## src/rtl/turing_machine_mc.sv

```systemverilog
// Programmable multi-symbol Turing machine with a loadable rule table and tape, supporting
// free-run and single-step modes with halt, fault and timeout reporting and tape readback.
module turing_machine_mc #(
   parameter int unsigned SYM_W    = 2,
   parameter int unsigned STATE_W  = 3,
   parameter int unsigned TAPE_LEN = 64,
   parameter int unsigned HEAD_W   = $clog2(TAPE_LEN),
   parameter int unsigned CNT_W    = 16
) (
   input  logic                       clock,
   input  logic                       reset,
   input  logic                       prog_we,
   input  logic [STATE_W+SYM_W-1:0]   prog_addr,
   input  logic [STATE_W+SYM_W+1:0]   prog_data,
   input  logic                       tape_we,
   input  logic [HEAD_W-1:0]          tape_addr,
   input  logic [SYM_W-1:0]           tape_wdata,
   output logic [SYM_W-1:0]           tape_rdata,
   input  logic [HEAD_W-1:0]          head_init,
   input  logic                       start,
   input  logic                       step_mode,
   input  logic                       step,
   input  logic                       abort,
   output logic                       busy,
   output logic                       halted,
   output logic                       fault,
   output logic                       timeout,
   output logic [HEAD_W-1:0]          head,
   output logic [STATE_W-1:0]         cur_state,
   output logic [CNT_W-1:0]           step_count
);

   localparam int unsigned ADDR_W     = STATE_W + SYM_W;
   localparam int unsigned RULE_W     = STATE_W + SYM_W + 2;
   localparam int unsigned RULES      = 2 ** ADDR_W;
   localparam int unsigned TAPE_LAST  = TAPE_LEN - 1;
   localparam int unsigned TAPE_LEN_U = TAPE_LEN;

   localparam logic [HEAD_W:0]   TAPE_LEN_EXT = TAPE_LEN_U[HEAD_W:0];
   localparam logic [HEAD_W-1:0] HEAD_MAX     = TAPE_LAST[HEAD_W-1:0];
   localparam logic [HEAD_W-1:0] HEAD_ONE     = HEAD_W'(1);
   localparam logic [CNT_W-1:0]  CNT_ONE      = CNT_W'(1);

   localparam logic [1:0] MOVE_RIGHT = 2'b01;
   localparam logic [1:0] MOVE_LEFT  = 2'b10;
   localparam logic [1:0] MOVE_HALT  = 2'b11;

   typedef enum logic [2:0] {StIdle, StRdTape, StRdRule, StExec, StPause, StDone} state_e;

   state_e              state_q, state_d;
   logic [HEAD_W-1:0]   head_q, head_d;
   logic [STATE_W-1:0]  mstate_q, mstate_d;
   logic [CNT_W-1:0]    count_q, count_d, count_inc;
   logic                halted_q, halted_d;
   logic                fault_q, fault_d;
   logic                timeout_q, timeout_d;

   logic [SYM_W-1:0]    tape_mem [TAPE_LEN];
   logic [RULE_W-1:0]   rule_mem [RULES];
   logic [SYM_W-1:0]    sym_q;
   logic [RULE_W-1:0]   rule_q;

   logic [STATE_W-1:0]  rule_next;
   logic [SYM_W-1:0]    rule_wsym;
   logic [1:0]          rule_move;
   logic                exec_we;
   logic                tape_addr_ok;
   logic                head_init_bad;

   assign rule_next     = rule_q[RULE_W-1 -: STATE_W];
   assign rule_wsym     = rule_q[2 +: SYM_W];
   assign rule_move     = rule_q[1:0];
   assign busy          = (state_q != StIdle) && (state_q != StDone);
   // An abort arriving in EXEC cancels that step, including its tape write.
   assign exec_we       = (state_q == StExec) && !abort;
   assign tape_addr_ok  = {1'b0, tape_addr} < TAPE_LEN_EXT;
   assign head_init_bad = {1'b0, head_init} >= TAPE_LEN_EXT;

   always_ff @(posedge clock) begin
      if (exec_we) begin
         tape_mem[head_q] <= rule_wsym;
      end else if (tape_we && !busy && tape_addr_ok) begin
         tape_mem[tape_addr] <= tape_wdata;
      end
      if (state_q == StRdTape) begin
         sym_q <= tape_mem[head_q];
      end
   end

   always_ff @(posedge clock) begin
      if (prog_we && !busy) begin
         rule_mem[prog_addr] <= prog_data;
      end
      if (state_q == StRdRule) begin
         rule_q <= rule_mem[{mstate_q, sym_q}];
      end
   end

   always_ff @(posedge clock or posedge reset) begin
      if (reset) begin
         tape_rdata <= '0;
      end else begin
         tape_rdata <= tape_addr_ok ? tape_mem[tape_addr] : '0;
      end
   end

   always_ff @(posedge clock or posedge reset) begin
      if (reset) begin
         state_q   <= StIdle;
         head_q    <= '0;
         mstate_q  <= '0;
         count_q   <= '0;
         halted_q  <= 1'b0;
         fault_q   <= 1'b0;
         timeout_q <= 1'b0;
      end else begin
         state_q   <= state_d;
         head_q    <= head_d;
         mstate_q  <= mstate_d;
         count_q   <= count_d;
         halted_q  <= halted_d;
         fault_q   <= fault_d;
         timeout_q <= timeout_d;
      end
   end

   always_comb begin
      state_d   = state_q;
      head_d    = head_q;
      mstate_d  = mstate_q;
      count_d   = count_q;
      halted_d  = halted_q;
      fault_d   = fault_q;
      timeout_d = timeout_q;
      count_inc = count_q + CNT_ONE;

      if (abort) begin
         state_d   = StIdle;
         halted_d  = 1'b0;
         fault_d   = 1'b0;
         timeout_d = 1'b0;
      end else begin
         unique case (state_q)
            StIdle, StDone: begin
               if (start) begin
                  head_d    = head_init;
                  mstate_d  = '0;
                  count_d   = '0;
                  halted_d  = 1'b0;
                  timeout_d = 1'b0;
                  fault_d   = head_init_bad;
                  state_d   = head_init_bad ? StDone : StRdTape;
               end
            end
            StRdTape: state_d = StRdRule;
            StRdRule: state_d = StExec;
            StExec: begin
               count_d   = count_inc;
               // Saturation is flagged alongside halt or fault on the same step.
               timeout_d = &count_inc;
               if (rule_move == MOVE_HALT) begin
                  halted_d = 1'b1;
                  state_d  = StDone;
               end else if ((rule_move == MOVE_LEFT && head_q == '0) ||
                            (rule_move == MOVE_RIGHT && head_q == HEAD_MAX)) begin
                  fault_d = 1'b1;
                  state_d = StDone;
               end else begin
                  mstate_d = rule_next;
                  if (rule_move == MOVE_RIGHT) begin
                     head_d = head_q + HEAD_ONE;
                  end else if (rule_move == MOVE_LEFT) begin
                     head_d = head_q - HEAD_ONE;
                  end
                  if (&count_inc) begin
                     state_d = StDone;
                  end else if (step_mode) begin
                     state_d = StPause;
                  end else begin
                     state_d = StRdTape;
                  end
               end
            end
            StPause: begin
               if (step || !step_mode) begin
                  state_d = StRdTape;
               end
            end
            default: state_d = StIdle;
         endcase
      end
   end

   assign halted     = halted_q;
   assign fault      = fault_q;
   assign timeout    = timeout_q;
   assign head       = head_q;
   assign cur_state  = mstate_q;
   assign step_count = count_q;

endmodule

```

## config.mk

```make
export PLATFORM = sky130hd
export DESIGN_NAME = turing_machine_mc
export DESIGN_NICKNAME = d
export VERILOG_FILES = /design/src/rtl/turing_machine_mc.sv
export SDC_FILE = /design/constraint.sdc
export NUM_CORES = 1
export LEC_CHECK = 0
export BUFFER_PORTS_ARGS = -buffer_cell sky130_fd_sc_hd__clkbuf_2
export CORE_ASPECT_RATIO = 0.7
export CORE_MARGIN = 8
export CORE_UTILIZATION = 51
export CTS_BUF_LIST = sky130_fd_sc_hd__clkbuf_4 sky130_fd_sc_hd__clkbuf_8
export DETAILED_ROUTE_END_ITERATION = 8
export PLACE_DENSITY = 0.7
export SYNTH_ARGS = -nofsm -noshare
export SYNTH_HDL_FRONTEND = slang
export SYNTH_SLANG_ARGS = --single-unit
export TNS_END_PERCENT = 10
```

## constraint.sdc

```tcl
create_clock -name clock -period 2.4 [get_ports clock]
set_input_delay 0.12 -clock clock [delete_from_list [all_inputs] [get_ports clock]]
set_output_delay 0.12 -clock clock [all_outputs]
set_load 0.01 [all_outputs]
```

After elaboration in Yosys (flattened, before gate mapping)
Memories as Yosys holds them, arrays and structs flattened. A register that Yosys moved wholly into a read port is not among the register bits. Cells that the tools add are included.

Flip-flop bits (word level): 31. Bits in writable memories: 352. Input port bits: 34. Output and inout bits: 31. Word-level logic and storage cells: 98. Memories kept: 2.

Memory list: rule_mem (depth 32, bits a word 7, read ports 1, clocked after Yosys merged registers in 1, wr ports 1, line 59) `logic [RULE_W-1:0] rule_mem [RULES];`; tape_mem (depth 64, bits a word 2, read ports 2, clocked after Yosys merged registers in 2, wr ports 1, line 58) `logic [SYM_W-1:0] tape_mem [TAPE_LEN];`.

Add/sub/neg operators: 3. Equal/unequal tests: 19. Multiplexer cells: 40. Bitwise gates (word level): 1. Reductions and logical operators: 26.

Operator list (count): $mux 6 (6); $pmux 16 s2 (1); $mux 3 (10); $add 16x1->16 const B (1); $mux 16 (1); $reduce_and 16->1 (1); $mux 1 (15); $pmux 3 s5 (1); $ne 3x3->1 const B (4); $pmux 6 s2 (1); $add 6x1->6 const B (1); $eq 3x2->1 const B (2); $eq 3x3->1 const B (2); $eq 6x6->1 const B (1); $logic_and 1x1->1 (6); $logic_not 6->1 (1); $ne 2x2->1 const B (3); $ne 3x2->1 const B (2); $pmux 1 s2 (3); $pmux 3 s2 (1); $reduce_and 3->1 (2); $reduce_and 6->1 (1); $reduce_bool 3->1 (2); $sub 6x1->6 const B (1); other kinds (14) (20).

Depth between registers and ports, before layout
Word-level depth: 9. Depth in mapped cells: 9. Mapped depth without buffers: 8.

Worst setup path after synthesis
No wires, ideal clock.

Path kind: register to register. From: register sym_q[1] (read register of tape_mem). To: register rule_q[0] (read register of rule_mem), data pin. Setup time: 260 ps. Data arrival time: 2033 ps. Required time: 2140 ps. Slack: 108 ps. Stages on the path, launching flop included: 6. Path buffers: 2. Clock period less this slack: 2292 ps. Cells stage by stage: edfxtp_1 > clkbuf_1 > buf_1 > mux4_2 > mux4_2 > mux2_2.

RTL lines: from (decl) (line 60) `logic [SYM_W-1:0] sym_q;`; to (decl) (line 61) `logic [RULE_W-1:0] rule_q;`.

==> impl_metrics.env <==
export IMPL_outcome="finished clean"
export IMPL_grt_usage=0.218
export IMPL_final_cells=1684
export IMPL_clk_pin_slew_ps=60
export IMPL_dp_cells=1562
export IMPL_final_nets=1245
export IMPL_hold_ws_ps=84.6
export IMPL_synth_area_leaders="edfxtp_1 (62%), mux4_2 (17%), dfrtp_1 (4.7%)"
export IMPL_hp_start="tape_addr[3]"
export IMPL_synth_distinct_cells=61
export IMPL_hold_viol=0
export IMPL_ys_warn_count=0
export IMPL_startpoint_type="flip-flop"
export IMPL_final_cell_area_um2=20200
export IMPL_peakVddDrop_mv=0.485
export IMPL_cp_slowest_cell="mux4_2"
export IMPL_cts_root_buf="clkbuf_8"
export IMPL_num_antenna_cells=0
export IMPL_clock_sinks=394
export IMPL_drv_slew=0
export IMPL_antenna_left=0
export IMPL_ys_ff_latch=394
export IMPL_synthToLayoutAreaGrowth_pct=16.0
export IMPL_dieArea_um2=40500
export IMPL_crit_path_max_incr_delay_ps=610
export IMPL_critPathTopFamily="multiplexers"
export IMPL_synth_commonest_cells="edfxtp_1 (361), mux4_2 (134), nor2_1 (121)"
export IMPL_via_per_inst=6.35
export IMPL_crit_type="reg2reg"
export IMPL_setup_viol=0
export IMPL_synth_fp_nets=1072
export IMPL_min_period_over_period=0.995
export IMPL_syn_area_um2=17400
export IMPL_worstPathMaxFanout=29
export IMPL_drive_gt1_frac=0.332
export IMPL_max_freq_mhz=419
export IMPL_place_hpwl_um=30000
export IMPL_critPathLaunch="sym_q[0]"
export IMPL_top_level_ports=65
export IMPL_synth_edf_count=361
export IMPL_path_buf_inv=1
export IMPL_synthFlopType="edfxtp_1"
export IMPL_cp_required_ps=2740
export IMPL_syn_inst=1031
export IMPL_clock_latency_ps=610
export IMPL_grt_max_degree=57
export IMPL_finClkSkew_ps=30.2
export IMPL_h_tree_depth=2
export IMPL_placed_cell_area_um2=18900
export IMPL_drt_total_wl_um=44100
export IMPL_power_density_nw_per_um2=857
export IMPL_place_congestion=0.898
export IMPL_fin_crit_ps=2390
export IMPL_core_um2=33600
export IMPL_p_leak_nw=6.82
export IMPL_dp_slack_ps=26.8
export IMPL_r2r_start="sym_q[0]"
export IMPL_synth_seq_area_share=0.669
export IMPL_fin_ws_ps=12.6
export IMPL_rows=56
export IMPL_drv_cap=0
export IMPL_worst_pin_slew_ps=871
export IMPL_grt_pass1_wl_um=66400
export IMPL_grt_pass1_vias=10300
export IMPL_crit_chain="buf_12 -> mux4_2 -> mux4_2 -> mux2_4"
export IMPL_cp_end_kind="flip-flop"
export IMPL_antenna_found_initial=0
export IMPL_relSlewSlack=0.419
export IMPL_grt_ovfl_total=0
export IMPL_io_buffers=64
export IMPL_die_h_um=171
export IMPL_rsz0062_at_grt="yes"
export IMPL_hold_class="in2reg"
export IMPL_cts_tree="done"
export IMPL_synth_area_per_cell_um2=16.9
export IMPL_async_flop_share=0.0838
export IMPL_fp_dieW_um=237
export IMPL_wl_per_cell_um=26.2
export IMPL_yosysTopAreaCellShare=0.621
export IMPL_drtIter0Drc=1295
export IMPL_crit_arrival_ps=2730
export IMPL_yosysMostFrequentCell="edfxtp_1"
export IMPL_initial_core_util=0.519
export IMPL_critPathMostFrequentCell="mux4_2"
export IMPL_vias=10700
export IMPL_drcViolationCount=0
export IMPL_cts_buffers=58
export IMPL_clk_path_buf_depth=3
export IMPL_yosysTopAreaCell="edfxtp_1"
export IMPL_firstDrtPassIters=5
==> routing by layer <==
metal	vias to the layer above	share of wire	track usage
met1	5483	0.45	0.355
met5	-	0	0
met2	664	0.42	0.292
met3	44	0.12	0.0577
met4	0	0.011	0.0389
li1	4505	-	-
==> cell families after synthesis <==
kind of cell             Yosys count  synth area share
AO/OA/AOI/OAI                    124            0.0459
multiplexers                     150             0.183
XOR/XNOR                          10           0.00502
adder cells (fa/ha/maj)            7           0.00545
AND/OR/NAND/NOR                  271            0.0721
buffers and inverters             75            0.0201
flip-flops                       394             0.669
==> tightest hold or removal path, delay by kind of cell <==
kind                   cells  cell delay, ps
and+or+nand+nor            2             310
buffers and inverters      1             220
==> per-stage QoR <==
stage	power, mW	setup TNS [ps]	utilization
2_1_floorplan	10.6	0	-
3_3_place_gp	12.1	0	0.562
3_5_place_dp	12.1	0	0.562
4_1_cts	17.4	-2.57	0.601
5_1_grt	18.0	-308	0.602
6_report	17.4	0	0.602
==> state kept, by name (all words and copies together) (netlist names) <==
register    count
head            6
cur_state       3
fault           1
step_count     16
tape_rdata      2
timeout         1
rule_q          7
halted          1
sym_q           2
tape_mem      128
state_q         3
rule_mem      224
==> final timing paths <==
check                           slack [ps]             to  cells past startpoint
worst min register to register         500        timeout                      2
min in group asynchronous              180        head[1]                      3
worst max-delay path                    10      rule_q[5]                      4
worst min-delay path                    80  tape_rdata[1]                      3
worst max register to register          10      rule_q[5]                      4
max in group asynchronous             1470          fault                      4
==> power by group <==
group	switching, mW	total, mW	internal (mW)
clock	2.46	5.22	2.77
combinational	2.16	4.13	1.96
sequential	0.234	8.00	7.77
==> what timing repair did <==
item | CTS | global route
hold endpoints to repair | 34 | 0
hold buffers | 14 | 0
endpoints found under the setup margin | 2 | 86
resized for setup | 0 | 11
buffers inserted | 3 | 0
==> cell type report <==
| type | count | area (um2) |
|---|---|---|
| flip-flops and latches | 394 | 11700 |
| clock inverters | 22 | 118 |
| multi-input cells | 562 | 5470 |
| well taps | 435 | 544 |
| repair buffers | 178 | 1400 |
| inverters | 10 | 37.5 |
| fillers | 2454 | 13400 |
| clock buffers | 83 | 998 |
==> cell usage in the layout (no fill, tap or decap), types with 6 or more instances in the layout <==
cell type / count
edfxtp_1: 361
mux4_2: 134
nor2_1: 119
buf_4: 85
clkbuf_2: 64
clkbuf_8: 60
nand2_1: 48
o21ai_0: 34
dfrtp_1: 31
clkbuf_4: 23
nand3_1: 22
a22oi_1: 20
nor3_1: 19
a21oi_1: 18
clkinv_1: 16
buf_12: 15
dlygate4sd3_1: 14
nand2b_1: 11
mux2_2: 10
inv_1: 9
o21ai_1: 9
nor2b_1: 9
xnor2_1: 7
nand4_1: 7
a31oi_1: 7
ha_1: 6
(Power assumes the default switching activity.)
